`src/rtl/change_dispenser.sv`:
```
// -----------------------------------------------------------------------------
// change_dispenser
//   Vending-machine output sequencer. A request {vend_i, change_i} drops one
//   soda (fixed-length solenoid pulse) and then pays out the change owed,
//   greedily in dimes and nickels. The coin hopper acknowledges each coin.
//   Every drop is followed by a one-cycle GAP. A single pending slot buffers
//   one request that arrives while busy. A hopper that never acknowledges
//   drives the block into a FAULT state that only reset can clear.
//
// Parameters
//   PULSE_LEN    cycles soda_drop_o is held high per vend (1..15)
//   ACK_TIMEOUT  max cycles to wait for hopper_ack_i per coin (2..255)
//
// Ports
//   clk_i          in   clock, rising edge
//   rst_i          in   asynchronous active-high reset
//   vend_i         in   one-cycle soda request
//   change_i[2:0]  in   change owed in 5-cent units (0..4 legal)
//   hopper_ack_i   in   hopper confirms the requested coin was released
//   soda_drop_o    out  soda solenoid drive
//   nickel_drop_o  out  nickel hopper request
//   dime_drop_o    out  dime hopper request
//   busy_o         out  FSM not in IDLE
//   overrun_o      out  one-cycle pulse: request discarded (slot full)
//   err_o          out  one-cycle pulse: illegal change code on a started request
//   fault_o        out  sticky hopper-timeout flag
// -----------------------------------------------------------------------------
module change_dispenser #(
    parameter int PULSE_LEN   = 4,
    parameter int ACK_TIMEOUT = 64
) (
    input  logic       clk_i,
    input  logic       rst_i,
    input  logic       vend_i,
    input  logic [2:0] change_i,
    input  logic       hopper_ack_i,
    output logic       soda_drop_o,
    output logic       nickel_drop_o,
    output logic       dime_drop_o,
    output logic       busy_o,
    output logic       overrun_o,
    output logic       err_o,
    output logic       fault_o
);

    typedef enum logic [2:0] {
        S_IDLE   = 3'd0,
        S_SODA   = 3'd1,
        S_DIME   = 3'd2,
        S_NICKEL = 3'd3,
        S_GAP    = 3'd4,
        S_FAULT  = 3'd5
    } state_t;

    localparam logic [3:0] PULSE_LAST = 4'(PULSE_LEN - 1);
    localparam logic [7:0] WAIT_LAST  = 8'(ACK_TIMEOUT - 1);

    // Registered state
    state_t     r_state;
    logic [2:0] r_rem;
    logic [7:0] r_wait;
    logic [3:0] r_pulse;
    logic       r_pend_valid;
    logic       r_pend_vend;
    logic [2:0] r_pend_chg;
    logic       r_overrun;
    logic       r_err;

    // Next-state / decode
    state_t     w_state_next;
    logic [2:0] w_rem_next;
    logic [7:0] w_wait_next;
    logic [3:0] w_pulse_next;
    logic       w_pend_valid_next;
    logic       w_pend_vend_next;
    logic [2:0] w_pend_chg_next;
    logic       w_overrun_next;
    logic       w_err_next;
    logic       w_req;
    logic       w_start;
    logic       w_start_vend;
    logic [2:0] w_start_chg;
    logic [2:0] w_eff_chg;
    logic       w_queue;

    assign w_req = vend_i | (change_i != 3'd0);

    always_comb begin
        w_state_next      = r_state;
        w_rem_next        = r_rem;
        w_wait_next       = r_wait;
        w_pulse_next      = r_pulse;
        w_pend_valid_next = r_pend_valid;
        w_pend_vend_next  = r_pend_vend;
        w_pend_chg_next   = r_pend_chg;
        w_overrun_next    = 1'b0;
        w_err_next        = 1'b0;
        w_start           = 1'b0;
        w_start_vend      = vend_i;
        w_start_chg       = change_i;
        w_eff_chg         = 3'd0;
        w_queue           = 1'b0;

        case (r_state)
            S_IDLE: begin
                if (w_req) begin
                    w_start = 1'b1;
                end
            end

            S_SODA: begin
                w_queue = 1'b1;
                if (r_pulse == PULSE_LAST) begin
                    w_pulse_next = 4'd0;
                    w_state_next = S_GAP;
                end else begin
                    w_pulse_next = r_pulse + 4'd1;
                end
            end

            S_DIME, S_NICKEL: begin
                w_queue = 1'b1;
                // An ack on the final wait cycle still counts as delivered.
                if (hopper_ack_i) begin
                    w_rem_next   = r_rem - ((r_state == S_DIME) ? 3'd2 : 3'd1);
                    w_wait_next  = 8'd0;
                    w_state_next = S_GAP;
                end else if (r_wait == WAIT_LAST) begin
                    w_wait_next  = 8'd0;
                    w_state_next = S_FAULT;
                end else begin
                    w_wait_next = r_wait + 8'd1;
                end
            end

            S_GAP: begin
                if (r_rem != 3'd0) begin
                    w_queue      = 1'b1;
                    w_state_next = (r_rem >= 3'd2) ? S_DIME : S_NICKEL;
                end else if (r_pend_valid) begin
                    // Slot drains this cycle, so a new arrival refills it
                    // instead of overrunning.
                    w_start           = 1'b1;
                    w_start_vend      = r_pend_vend;
                    w_start_chg       = r_pend_chg;
                    w_pend_valid_next = w_req;
                    w_pend_vend_next  = vend_i;
                    w_pend_chg_next   = change_i;
                end else if (w_req) begin
                    // Returning to IDLE this cycle: treat as an IDLE acceptance.
                    w_start = 1'b1;
                end else begin
                    w_state_next = S_IDLE;
                end
            end

            S_FAULT: begin
                w_pend_valid_next = 1'b0;
            end

            default: begin
                w_state_next = S_IDLE;
            end
        endcase

        if (w_queue && w_req) begin
            if (!r_pend_valid) begin
                w_pend_valid_next = 1'b1;
                w_pend_vend_next  = vend_i;
                w_pend_chg_next   = change_i;
            end else begin
                w_overrun_next = 1'b1;
            end
        end

        if (w_start) begin
            // Codes 5..7 are illegal: flag them and dispense no change.
            w_err_next   = (w_start_chg > 3'd4);
            w_eff_chg    = w_err_next ? 3'd0 : w_start_chg;
            w_rem_next   = w_eff_chg;
            w_pulse_next = 4'd0;
            w_wait_next  = 8'd0;
            if (w_start_vend) begin
                w_state_next = S_SODA;
            end else if (w_eff_chg >= 3'd2) begin
                w_state_next = S_DIME;
            end else if (w_eff_chg == 3'd1) begin
                w_state_next = S_NICKEL;
            end else begin
                w_state_next = S_IDLE;
            end
        end
    end

    always_ff @(posedge clk_i or posedge rst_i) begin
        if (rst_i) begin
            r_state      <= S_IDLE;
            r_rem        <= 3'd0;
            r_wait       <= 8'd0;
            r_pulse      <= 4'd0;
            r_pend_valid <= 1'b0;
            r_pend_vend  <= 1'b0;
            r_pend_chg   <= 3'd0;
            r_overrun    <= 1'b0;
            r_err        <= 1'b0;
        end else begin
            r_state      <= w_state_next;
            r_rem        <= w_rem_next;
            r_wait       <= w_wait_next;
            r_pulse      <= w_pulse_next;
            r_pend_valid <= w_pend_valid_next;
            r_pend_vend  <= w_pend_vend_next;
            r_pend_chg   <= w_pend_chg_next;
            r_overrun    <= w_overrun_next;
            r_err        <= w_err_next;
        end
    end

    // Outputs decoded purely from registered state.
    assign soda_drop_o   = (r_state == S_SODA);
    assign nickel_drop_o = (r_state == S_NICKEL);
    assign dime_drop_o   = (r_state == S_DIME);
    assign busy_o        = (r_state != S_IDLE);
    assign fault_o       = (r_state == S_FAULT);
    assign overrun_o     = r_overrun;
    assign err_o         = r_err;

endmodule

```
`config.mk`:
```
export PLATFORM = sky130hd
export DESIGN_NAME = change_dispenser
export DESIGN_NICKNAME = d
export VERILOG_FILES = /design/src/rtl/change_dispenser.sv
export SDC_FILE = /design/constraint.sdc
export NUM_CORES = 1
export LEC_CHECK = 0
export CAP_MARGIN = 25
export CORE_MARGIN = 4
export CORE_UTILIZATION = 30
export CTS_BUF_LIST = sky130_fd_sc_hd__clkbuf_4 sky130_fd_sc_hd__clkbuf_8
export DETAILED_ROUTE_END_ITERATION = 12
export PLACE_DENSITY = 0.47
export SKIP_LAST_GASP = 1
export SLEW_MARGIN = 20
export SYNTH_ARGS = -nofsm -noshare
export SYNTH_HDL_FRONTEND = slang
export SYNTH_SLANG_ARGS = --single-unit
export TNS_END_PERCENT = 20
```
`constraint.sdc`:
```
create_clock -name clk_i -period 3.9 [get_ports clk_i]
set_input_delay 0.78 -clock clk_i [delete_from_list [all_inputs] [get_ports clk_i]]
set_output_delay 0.78 -clock clk_i [all_outputs]
set_load 0.1 [all_outputs]
```
Word-level counts from Yosys, hierarchy flattened
Index checks and enable logic that the tools add are counted.
{"block": "word_totals", "regBits": 25, "ram_bits": 0, "inputBits": 7, "latch_bits": 0, "n_memories": 0, "elab_cells": 96, "output_inout_bits": 7, "rom_bits": 0}
{"block": "op_classes", "bitwise_logic": 1, "eq_ne": 13, "mux": 54, "shifts": 0, "n_reduce_logical": 13, "div_mod_pow": 0, "n_addsub": 3, "magnitude_cmp": 3, "multipliers": 0}
{"op": "3-bit 2-to-1 mux", "count": 19}
{"op": "8-bit 2-to-1 mux", "count": 4}
{"op": "1-bit 2-to-1 mux", "count": 20}
{"op": "4-bit 2-to-1 mux", "count": 3}
{"op": "4-bit != test, second input constant", "count": 3}
{"op": "3-bit one-hot mux with 4 select lines", "count": 1}
{"op": "3-bit nonzero test", "count": 3}
{"op": "8-bit by 1-bit adder with 8-bit output, second input constant", "count": 1}
{"op": "8-bit by 6-bit == test with 1-bit output, second input constant", "count": 1}
{"op": "2-bit 2-to-1 mux", "count": 4}
{"op": "3-bit by 1-bit == test with 1-bit output, second input constant", "count": 2}
{"op": "3-bit by 2-bit == test with 1-bit output, second input constant", "count": 2}
{"op": "3-bit == test, second input constant", "count": 2}
{"op": "3-bit by 2-bit greater-or-equal comparator with 1-bit output, second input constant", "count": 2}
{"op": "1-bit one-hot mux with 2 select lines", "count": 3}
{"op": "2-bit nonzero test", "count": 3}
{"op": "5-bit AND reduction", "count": 1}
{"op": "4-bit by 1-bit adder with 4-bit output, second input constant", "count": 1}
{"op": "4-bit by 2-bit == test with 1-bit output, second input constant", "count": 1}
{"op": "2-bit OR reduction", "count": 2}
{"op": "3-bit greater-than comparator, second input constant", "count": 1}
{"op": "3-bit zero test", "count": 1}
{"op": "3-bit by 1-bit != test with 1-bit output, second input constant", "count": 1}
{"op": "3-bit OR reduction", "count": 1}
{"op": "other kinds (5)", "count": 5}

Depth between registers and ports, before layout
{"block": "depth", "ltp_word": 10, "ltp_mapped": 8}

Worst setup path before layout
No wires, ideal clock.
{"block": "synth_path", "path_kind": "reg-to-reg", "start": "register r_state[1]", "end": "register r_rem[1]", "arrival_ns": 2.437, "required_ns": 3.818, "setup_ns": 0.082, "stages_incl_launch_ff": 9, "path_slack_ns": 1.381, "synth_period_minus_slack_ns": 2.519, "path_cell_list": "dfrtp_1 > buf_2 > nor2b_1 > nand2b_1 > inv_1 > fa_1 > nor2_1 > a211oi_1 > a31oi_1"}
{"block": "synth_via", "elab_chain_cells": 6}
{"item": "start: declaration", "line_no": "59", "rtl": "state_t r_state;"}
{"item": "start signal: assignment", "line_no": "207", "rtl": "r_state <= w_state_next;"}
{"item": "3-bit by 2-bit == test with 1-bit output (*)"}
{"item": "via dime_drop_o", "line_no": "39", "rtl": "output logic dime_drop_o,"}
{"item": "2-bit 2-to-1 mux", "line_no": "125", "rtl": "w_rem_next = r_rem - ((r_state == S_DIME) ? 3'd2 : 3'd1);"}
{"item": "3-bit by 2-bit subtractor with 3-bit output", "line_no": "125"}
{"item": "3-bit 2-to-1 mux", "line_no": "124", "rtl": "if (hopper_ack_i) begin"}
{"item": "3-bit 2-to-1 mux", "line_no": "104", "rtl": "case (r_state)"}
{"item": "3-bit 2-to-1 mux", "line_no": "176", "rtl": "if (w_start) begin"}
{"item": "end signal: assignment", "line_no": "208", "rtl": "r_rem <= w_rem_next;"}
{"item": "end: declaration", "line_no": "60", "rtl": "logic [2:0] r_rem;"}
The timed path passes the listed nets; every way through them passes the cells marked *. The select of a mux whose other input is x is not followed.
A chain may end at the register's enable or synchronous reset.

Final worst setup path
{"block": "layout_path", "start": "register r_state[2]", "end": "output busy_o"}
{"block": "layout_via", "elab_chain_cells": 1}
{"item": "3-bit nonzero test", "line_no": "223", "rtl": "assign busy_o = (r_state != S_IDLE);"}
{"item": "end: declaration", "line_no": "40", "rtl": "output logic busy_o,"}
Every way passes these cells.

==> impl_metrics.py <==
metrics = {
    "pwr": {
        "peakVddDrop_mv": 0.264,
        "power.density_nw_per_um2": 760,
        "p_leak_nw": 0.806,
    },
    "synthesis": {
        "synth_cells": 182,
        "synth_cell_type_count": 54,
        "mappedNetlistNets": 193,
        "synth_top_cell_by_area": "dfrtp_1",
        "async_set_or_reset_flop_fraction_in_the_synthesized_netlist_pct": 100,
        "postSynth.topFlopCell": "dfrtp_1",
        "synth_most_common_cell": "dfrtp_1",
        "synth_area_leaders": "dfrtp_1, mux2i_1, nor2_1",
        "mappedNetlistArea_um2": 1730,
        "ys_seq_elements": 25,
        "ys_top_cells_by_count": "dfrtp_1, nor2_1, mux2i_1",
        "number_of_synthesis_warnings": 0,
        "synth_top_cell_area_share_pct": 36.1,
        "ys_seq_area_share_pct": 36.1,
        "syn_area_per_cell_um2": 9.52,
        "synth-edff-count": 0,
    },
    "timing": {
        "finalCritPeriodShare_pct": 77.8,
        "final-max-slew-violation-count": 0,
        "final.setup.worst_slack_ns": 0.865,
        "grt_setup_unrepaired": "no",
        "tightestPinTransition_ns": 0.982,
        "timing.setup.tns_ns": 0,
        "hold_fails_final_rpt": 0,
        "slew_headroom_pct": 34.3,
        "final_critical_path_time_including_i_o_delays_and_setup_ns": 3.04,
        "finalSetupViolCount": 0,
        "highest_clock_rate_mhz": 329,
        "finClkSkew_ns": 0.00436,
    },
    "job": {
        "max_cap_violations": 0,
    },
    "die": {
        "num_rows": 27,
        "die-width_um": 84,
        "floorplan.initialDensity_pct": 31.3,
        "chipHeight_um": 84,
        "floorplan.die_area_um2": 7060,
        "coreArea_um2": 5540,
        "ioPinCount": 14,
    },
    "cts": {
        "worst_case_clock_buffer_depth": 2,
        "cts_tree": "yes",
        "postCtsResizedCells": 0,
        "cts_max_level": 1,
        "cts_hold_buf": 0,
        "root_buffer": "clkbuf_8",
        "postCtsSetupBuffers": 0,
        "cts.reportedPaths.clkPinSlew_ns": 0.09,
        "cts_inserted_buffers": 3,
        "clkLatencyLatePin_ns": 0.28,
        "cts_num_sinks": 25,
    },
    "detailed_routing": {
        "drtPass1Iterations": 4,
        "postRouteAntennaNets": 0,
        "finalWirelength_um": 4160,
        "post_drt_via_cell_ratio": 5.56,
        "detail_route.wl_per_cell_um": 15.8,
        "drc": 0,
        "detailedRoute.firstIterationViolations": 83,
        "num_vias": 1467,
    },
    "placed_design": {
        "place.gp.congestion": 0.732,
        "numPortBuffers": 13,
        "hpwlAfterDp_um": 3010,
        "dp_worst_setup_slack_ns": 1.17,
        "post_dp_cell_area_um2": 1920,
        "place_inst": 260,
    },
    "final_layout": {
        "insertedDiodeCount": 0,
        "drive_gt1_share_pct": 12.0,
        "post-route-cell-area_um2": 1970,
        "finalNonFillerCells": 264,
        "final_net_count": 204,
        "flow.area_growth_from_synthesis_pct": 13.8,
    },
    "global_route": {
        "grt_first_pass_wirelength_um": 6930,
        "grt.overflow.total": 0,
        "grt_start_max_net_pins": 19,
        "grt_pass1_vias": 1424,
        "antenna_found_initial": 0,
        "track_usage_pct": 12.2,
    },
    "critical_path": {
        "endpoint_required_time_on_the_critical_path_ns": 3.12,
        "timing.reg2reg.setup_slack_ns": 1.47,
        "timing.critical_path.fanout_max": 18,
        "timing.critical_path.from_type": "flip-flop",
        "path_type_of_the_worst_setup_path": "flip-flop to output port",
        "end_kind": "output port",
        "worst-endpoint-arrival_ns": 2.26,
    },
    "run_status": {
        "outcome": "finished clean",
    },
    "min_path": {
        "hold_class": "flip-flop to flip-flop",
    },
}
## through the flow
stage,power [mW],util (%),hold WS (ns)
after floorplan,1.14,-,0.474
after global placement,1.32,34.4,0.503
after detailed placement,1.33,34.7,0.504
after CTS,1.51,35.6,0.531
after global routing,1.60,35.6,0.541
final,1.50,35.6,0.531
## final timing paths
| check | from | end | cells after the start |
|---|---|---|---|
| hold reg to reg | r_pend_vend | r_pend_vend | 1 |
| max in group asynchronous | rst_i | r_rem[2] | 3 |
| min in group asynchronous | rst_i | r_wait[0] | 2 |
| hold / removal | r_pend_vend | r_pend_vend | 1 |
| setup reg to reg | r_state[1] | r_rem[1] | 7 |
| setup / recovery | r_state[2] | busy_o | 2 |
## layout make-up
class	instances	area (um^2)
tap	72	90.1
timing repair buffer	14	135
sequential	25	626
multi-input combinational	140	1040
clock buffer	4	48.8
inverter	9	33.8
fill	584	3570
## power by group
| group | total, mW | internal (mW) | switching (mW) |
|---|---|---|---|
| sequential | 0.473 | 0.336 | 0.136 |
| combinational | 0.854 | 0.293 | 0.561 |
| clock | 0.171 | 0.0804 | 0.0905 |
| total | 1.50 | 0.710 | 0.788 |
## state kept, by name (all words and copies together), names as in the netlist, 3 cells and up
name and cells:
r_wait 8, r_pulse 4, r_pend_chg 3, r_rem 3, r_state 3
## layer usage
metal	GRT usage [%]	vias up	routed length, um
met5	0	-	0
met4	5.12	0	91
met3	1.88	7	161
met2	19.9	43	1900
met1	16.0	718	2010
li1	-	699	-
## placed cells by master (no fill, tap or decap), types with 2 or more instances in the layout
cell type and count:
nor3b_1 5, or3_1 2, nand3b_1 4, nand2b_1 4, nor3_1 5, a31oi_1 2
nor2_1 14, nand2_1 10, nand3_1 8, clkbuf_8 3, o211ai_1 7, buf_4 4
mux2i_1 11, inv_1 9, or3b_1 2, a211o_1 2, ha_1 3, a21o_1 2
and2_1 2, dfrtp_1 25, xor2_1 2, nand4_1 3, o21ai_0 2, o31ai_1 2
o21a_1 3, a211oi_1 6, clkdlybuf4s50_1 9, nand3_2 2, a21oi_1 9, mux2_2 3
## logic make-up (layout without fill, tap and decap cells)
group,count (synthesis),count (layout),synth area share [%]
AND/OR/NAND/NOR,74,74,26.6
XOR/XNOR,2,2,1.01
AO/OA/AOI/OAI,45,45,20.1
adder cells (fa/ha/maj),4,4,3.32
multiplexers,15,15,8.95
buffers and inverters,17,27,3.97
flip-flops,25,25,36.1
## critical path, cell delays in order, from the launching register on
cell             delay, ns
dfrtp_1               0.66
or3_1                 0.17
clkdlybuf4s50_1       1.13
(Power assumes the default switching activity.)
==> patch 1, RTL diff (same flow settings) <==
Encoding of `state_t`: now one-hot (6 bits for 6 states).
--- a/src/rtl/change_dispenser.sv
+++ b/src/rtl/change_dispenser.sv
@@ -45,9 +45,9 @@
 
-    typedef enum logic [2:0] {
-        S_IDLE   = 3'd0,
-        S_SODA   = 3'd1,
-        S_DIME   = 3'd2,
-        S_NICKEL = 3'd3,
-        S_GAP    = 3'd4,
-        S_FAULT  = 3'd5
+    typedef enum logic [5:0] {
+        S_IDLE   = 6'b000001,
+        S_SODA   = 6'b000010,
+        S_DIME   = 6'b000100,
+        S_NICKEL = 6'b001000,
+        S_GAP    = 6'b010000,
+        S_FAULT  = 6'b100000
     } state_t;
Function: same outputs for any inputs over 10 cycles, from zero or initial values and one cycle with rst_i high; not proved beyond that.
==> patch 1 against the unedited design <==
  * Area after synthesis decreased by 0.79%
  * Wire length decreased by 6.7%
  * Final area decreased by 0.38%
  * Sequential cell count increased by 3
  * Hold slack got worse by 0.019 ns
  * Total power decreased by 8.4%
  * Setup slack got worse by 0.20 ns
  * Largest power group unchanged
  * Non-clock buffer count unchanged
  * Cell count decreased by 3.0%
  * Combinational power decreased by 15%
  * Maximum frequency decreased by 6.2%
  * Count of clock-buffer cells in the layout unchanged
  * Largest cell class unchanged
  * Critical path depth increased by 1
==> patch 1: results (changes against the unedited design) <==
Status
  • Status: finished clean

Detailed routing
  • Vias post-DR: 1328 (-9.5%)
  • Routed WL per cell: 15.2 µm (-3.7%)
  • M1 wire length: 1.99 mm (-0.95%)
  • Met2 wire length: 1.79 mm (-5.8%)
  • Met3 WL: 90 µm (-44%)
  • Drt initial violations: 102 (+23%)

CTS
  • Clock Tree Root: clkbuf_8

Critical path
  • End point of the critical path: busy_o
  • FF-to-FF setup slack: 1.23 ns (-0.24 ns)
  • Reg2reg path depth: 5 (-2)
  • Worst flop-to-flop path startpoint: r_state[1]
  • Worst endpoint data arrival time: 2.46 ns (+0.20 ns)
  • Slowest stage delay, CP: 1.04 ns (-0.09 ns)
  • Top delay family on crit path: buffers and inverters
  • Worst-path maximum fanout: 5 (-13)
  • R2R Path End: r_rem[2]

STA
  • Final Cycle Share: 83.0% (+5.2 points)
  • Skew final: 0.00420 ns (-0.000151 ns)
  • Pin slew with the least headroom to its limit: 0.976 ns (-0.00587 ns)

Synthesis
  • Yosys warns: 0 (unchanged)
  • Count of cell types in the netlist: 50 (-7.4%)
  • Net Count, Synth: 180 (-6.7%)
  • Top cells by area, synth: dfrtp_1 (39%), mux2i_1 (4.1%), mux2_4 (3.5%)
  • Sequential-to-total area share from yosys stat: 40.8% (+4.7 points)
  • Most frequent cells after synthesis: dfrtp_1 (27), nor2_1 (16), nand2_1 (11)

Min path
  • Hold WC Path Type: flip-flop to flip-flop

Power
  • Worst VDD drop: 0.000308 V (+17%)
  • P_leak: 0.000858 µW (+6.4%)

Layout
  • Fill count: 561 (-3.9%)
  • Final net count: 196 (-3.9%)
  • Largest registers: r_wait: 8 flops, r_state: 6 flops, r_pulse: 4 flops
  • Share of layout cells above drive strength 1: 15.2% (+3.2 points)

GRT
  • First-pass GRT wire length: 6.82 mm (-1.6%)
  • Met3 usage: 2.57% (+0.69 points)
  • GR Util met1: 16.1% (+0.19 points)
  • Vias in the first global route: 1363 (-4.3%)
  • GRT Util Overall: 11.7% (-0.51 points)
  • Largest net degree at the start of global routing: 21 (+2)
  • Met2 usage: 18.8% (-1.1 points)

Place
  • Detail Placement HPWL: 2.92 mm (-2.9%)
  • RePlAce Congestion: 0.818 (+12%)
  • Place WS: 0.977 ns (-0.197 ns)
patch 1: cell types whose count changed in the layout (fill, tap and decap cells not counted), moves of 4 or more:
cell,before,now
a211oi_1,6,0
mux2_4,0,4
mux2i_1,11,7
o211ai_1,7,3
patch 1: area by class of cell:
cell class | count | share of cell area, %
inverter | 9 | 1.72
clock buffer | 4 | 2.48
timing repair buffer | 14 | 6.50
sequential | 28 | 35.7
tap | 72 | 4.59
multi-input combinational | 129 | 49.0
patch 1: cell families (layout without fill, tap and decap cells):
kind of cell | count (synthesis) | count (layout) | synth area share (%)
and+or+nand+nor | 71 | 71 | 25.2
buffers and inverters | 12 | 27 | 3.20
muxes | 13 | 13 | 9.53
xor gates and xnor gates | 6 | 6 | 3.06
AOI/OAI and AO/OA | 35 | 35 | 14.8
adders and majority gates | 4 | 4 | 3.35
DFF | 28 | 28 | 40.8
patch 1: report_power, final:
group	switching, µW	internal, µW
logic	465	263
clock network	84.8	80.1
registers	105	374
total	655	717
patch 1: through the flow:
stage / instance area [µm²] / util [%] / hold slack, ns / total power, µW / instances
floorplan: 1720 / - / 0.464 / 1040 / 169
global placement: 1920 / 34.6 / 0.484 / 1210 / 252
detailed placement: 1920 / 34.6 / 0.509 / 1210 / 252
CTS: 1960 / 35.5 / 0.523 / 1390 / 256
global route: 1960 / 35.5 / 0.569 / 1470 / 256
finish: 1960 / 35.5 / 0.512 / 1370 / 256
patch 1: worst min path at each step:
stage,start,end,slack [ns],cells past startpoint
3_3_place_gp,r_pulse[3],r_pulse[3],0.48,1
5_1_grt,r_pulse[0],r_pulse[0],0.57,1
6_report,r_pulse[3],r_pulse[3],0.51,1
2_1_floorplan,r_pulse[3],r_pulse[3],0.46,1
3_5_place_dp,r_pulse[3],r_pulse[3],0.51,1
4_1_cts,r_pulse[3],r_pulse[3],0.52,1
==> patch 2, RTL diff (same settings) <==
Without the edit above. `ACK_TIMEOUT`: 64 -> 48.
--- a/src/rtl/change_dispenser.sv
+++ b/src/rtl/change_dispenser.sv
@@ -29,3 +29,3 @@
     parameter int PULSE_LEN   = 4,
-    parameter int ACK_TIMEOUT = 64
+    parameter int ACK_TIMEOUT = 48
 ) (
Behaviour: no difference found for any inputs over 10 cycles, from zero or initial values and one cycle with rst_i high; that may be too few to reach the edited logic, so the function may still have changed.
==> patch 2 against the unedited design <==
  * Wire length shrank 16%
  * Area after synthesis decreased by 9.8%
  * Synthesized cell count is 6.0% lower
  * Core utilization decreased by 0.53 points
  * Setup slack improved by 0.12 ns
  * Sequential cell count unchanged
  * Clock power shrank 8%
  * Cell count is 4.9% lower
  * Final area shrank 9.8%
  * Maximum frequency is 4.2% higher
  * Total power down 9.0%
==> patch 2: results (changes against the unedited design) <==
Min path
  • Worst hold start: r_wait[6]

Critical path
  • FF-to-FF setup slack: 1.45 ns (-0.02 ns)
  • Reg2reg path depth: 5 (-2)
  • Worst endpoint data arrival time: 3.06 ns (+0.80 ns)
  • Worst-path maximum fanout: 13 (-5)
  • Slowest stage delay, CP: 0.60 ns (-0.53 ns)
  • R2R Path End: r_state[1]
  • End point of the critical path: r_state[0]
  • Worst flop-to-flop path startpoint: r_rem[0]
  • Top delay family on crit path: simple AND/OR/NAND/NOR gates

Synthesis
  • Count of cell types in the netlist: 47 (-13%)
  • Syn Area/Cell: 9.14 µm² (-4.0%)
  • Most frequent cells after synthesis: dfrtp_1 (25), nor2_1 (14), nand2_1 (12)
  • Net Count, Synth: 182 (-5.7%)
  • Sequential-to-total area share from yosys stat: 40.0% (+3.9 points)

Place
  • Place WS: 0.703 ns (-0.471 ns)
  • RePlAce Congestion: 0.868 (+19%)
  • Detail Placement HPWL: 2.63 mm (-13%)

Detailed routing
  • Drt initial violations: 49 (-41%)
  • Drt total wl: 3.50 mm (-16%)
  • Vias post-DR: 1276 (-13%)

Layout
  • Share of layout cells above drive strength 1: 11.6% (-0.38 points)
  • Final net count: 193 (-5.4%)

GRT
  • GRT Util Overall: 12.2% (+0.019 points)
  • Largest net degree at the start of global routing: 26 (+7)

Power
  • Worst VDD drop: 0.000211 V (-20%)
  • Internal power: 655 µW (-7.7%)
  • P_leak: 0.000749 µW (-7.1%)

STA
  • Final worst setup slack: 0.986 ns (+0.121 ns)
  • Skew final: 0.00401 ns (-0.000348 ns)

Status
  • Status: finished clean
==> patch 2: cell count changes after synthesis, moves of 4 or more <==
cell,delta
a211oi_1,-5
o211ai_1,-6
mux2i_1,-10
nor3_1,+5
nand3b_1,-4
o21ai_1,+7
and3_1,+5
==> patch 2: cell type report <==
class / instances / share of cell area, %
well taps: 70 / 4.92
clock buffers: 4 / 2.74
repair buffers: 13 / 6.61
flip-flops and latches: 25 / 35.2
inverters: 7 / 1.48
multi-input cells: 132 / 49.1
==> patch 2: per-stage QoR <==
stage / cell area [µm²] / power [µW] / utilization (%)
CTS: 1780 / 1380 / 35.1
global route: 1780 / 1470 / 35.1
detailed placement: 1730 / 1220 / 34.1
global placement: 1730 / 1210 / 34.1
floorplan: 1560 / 1040 / -
finish: 1780 / 1360 / 35.1
==> patch 2: worst min path at each step <==
stage                     end  slack [ns]  depth (start not counted)
floorplan           r_wait[6]        0.47                          1
global placement    r_wait[6]        0.51                          1
detailed placement  r_wait[6]        0.52                          1
CTS                 r_wait[6]        0.53                          1
global route        r_wait[6]        0.55                          1
finish              r_wait[6]        0.53                          1
==> patch 2: cell families (layout without fill, tap and decap cells) <==
family / count (synthesis) / after routing / share of synthesized area [%]
buf+inv: 14 / 24 / 4.08
xor+xnor: 4 / 4 / 2.24
simple gates: 72 / 72 / 25.5
flops: 25 / 25 / 40.0
fa+ha+maj: 4 / 4 / 3.68
compound gates: 47 / 47 / 20.9
mux: 5 / 5 / 3.52
==> patch 2: routing by layer <==
| metal | global-route usage [%] | vias up | wire, µm |
|---|---|---|---|
| li1 | - | 647 | - |
| met1 | 15.8 | 614 | 1650 |
| met2 | 20.6 | 11 | 1740 |
| met3 | 1.91 | 4 | 81 |
| met4 | 4.05 | 0 | 34 |
| met5 | 0 | - | 0 |
==> patch 2: worst register-to-register path, stage by stage, from the launching register on <==
cell	delay, ns
dfrtp_1	0.43
or3_1	0.48
a221oi_2	0.86
nor2_1	0.20
o21ai_2	0.21
o211ai_1	0.13
==> patch 2: power groups by stage <==
stage | clock network, µW | logic [µW] | registers [µW]
floorplan | 0 | 585 | 458
global placement | 0 | 753 | 453
detailed placement | 0 | 764 | 453
CTS | 171 | 765 | 448
global route | 179 | 831 | 463
finish | 157 | 755 | 451
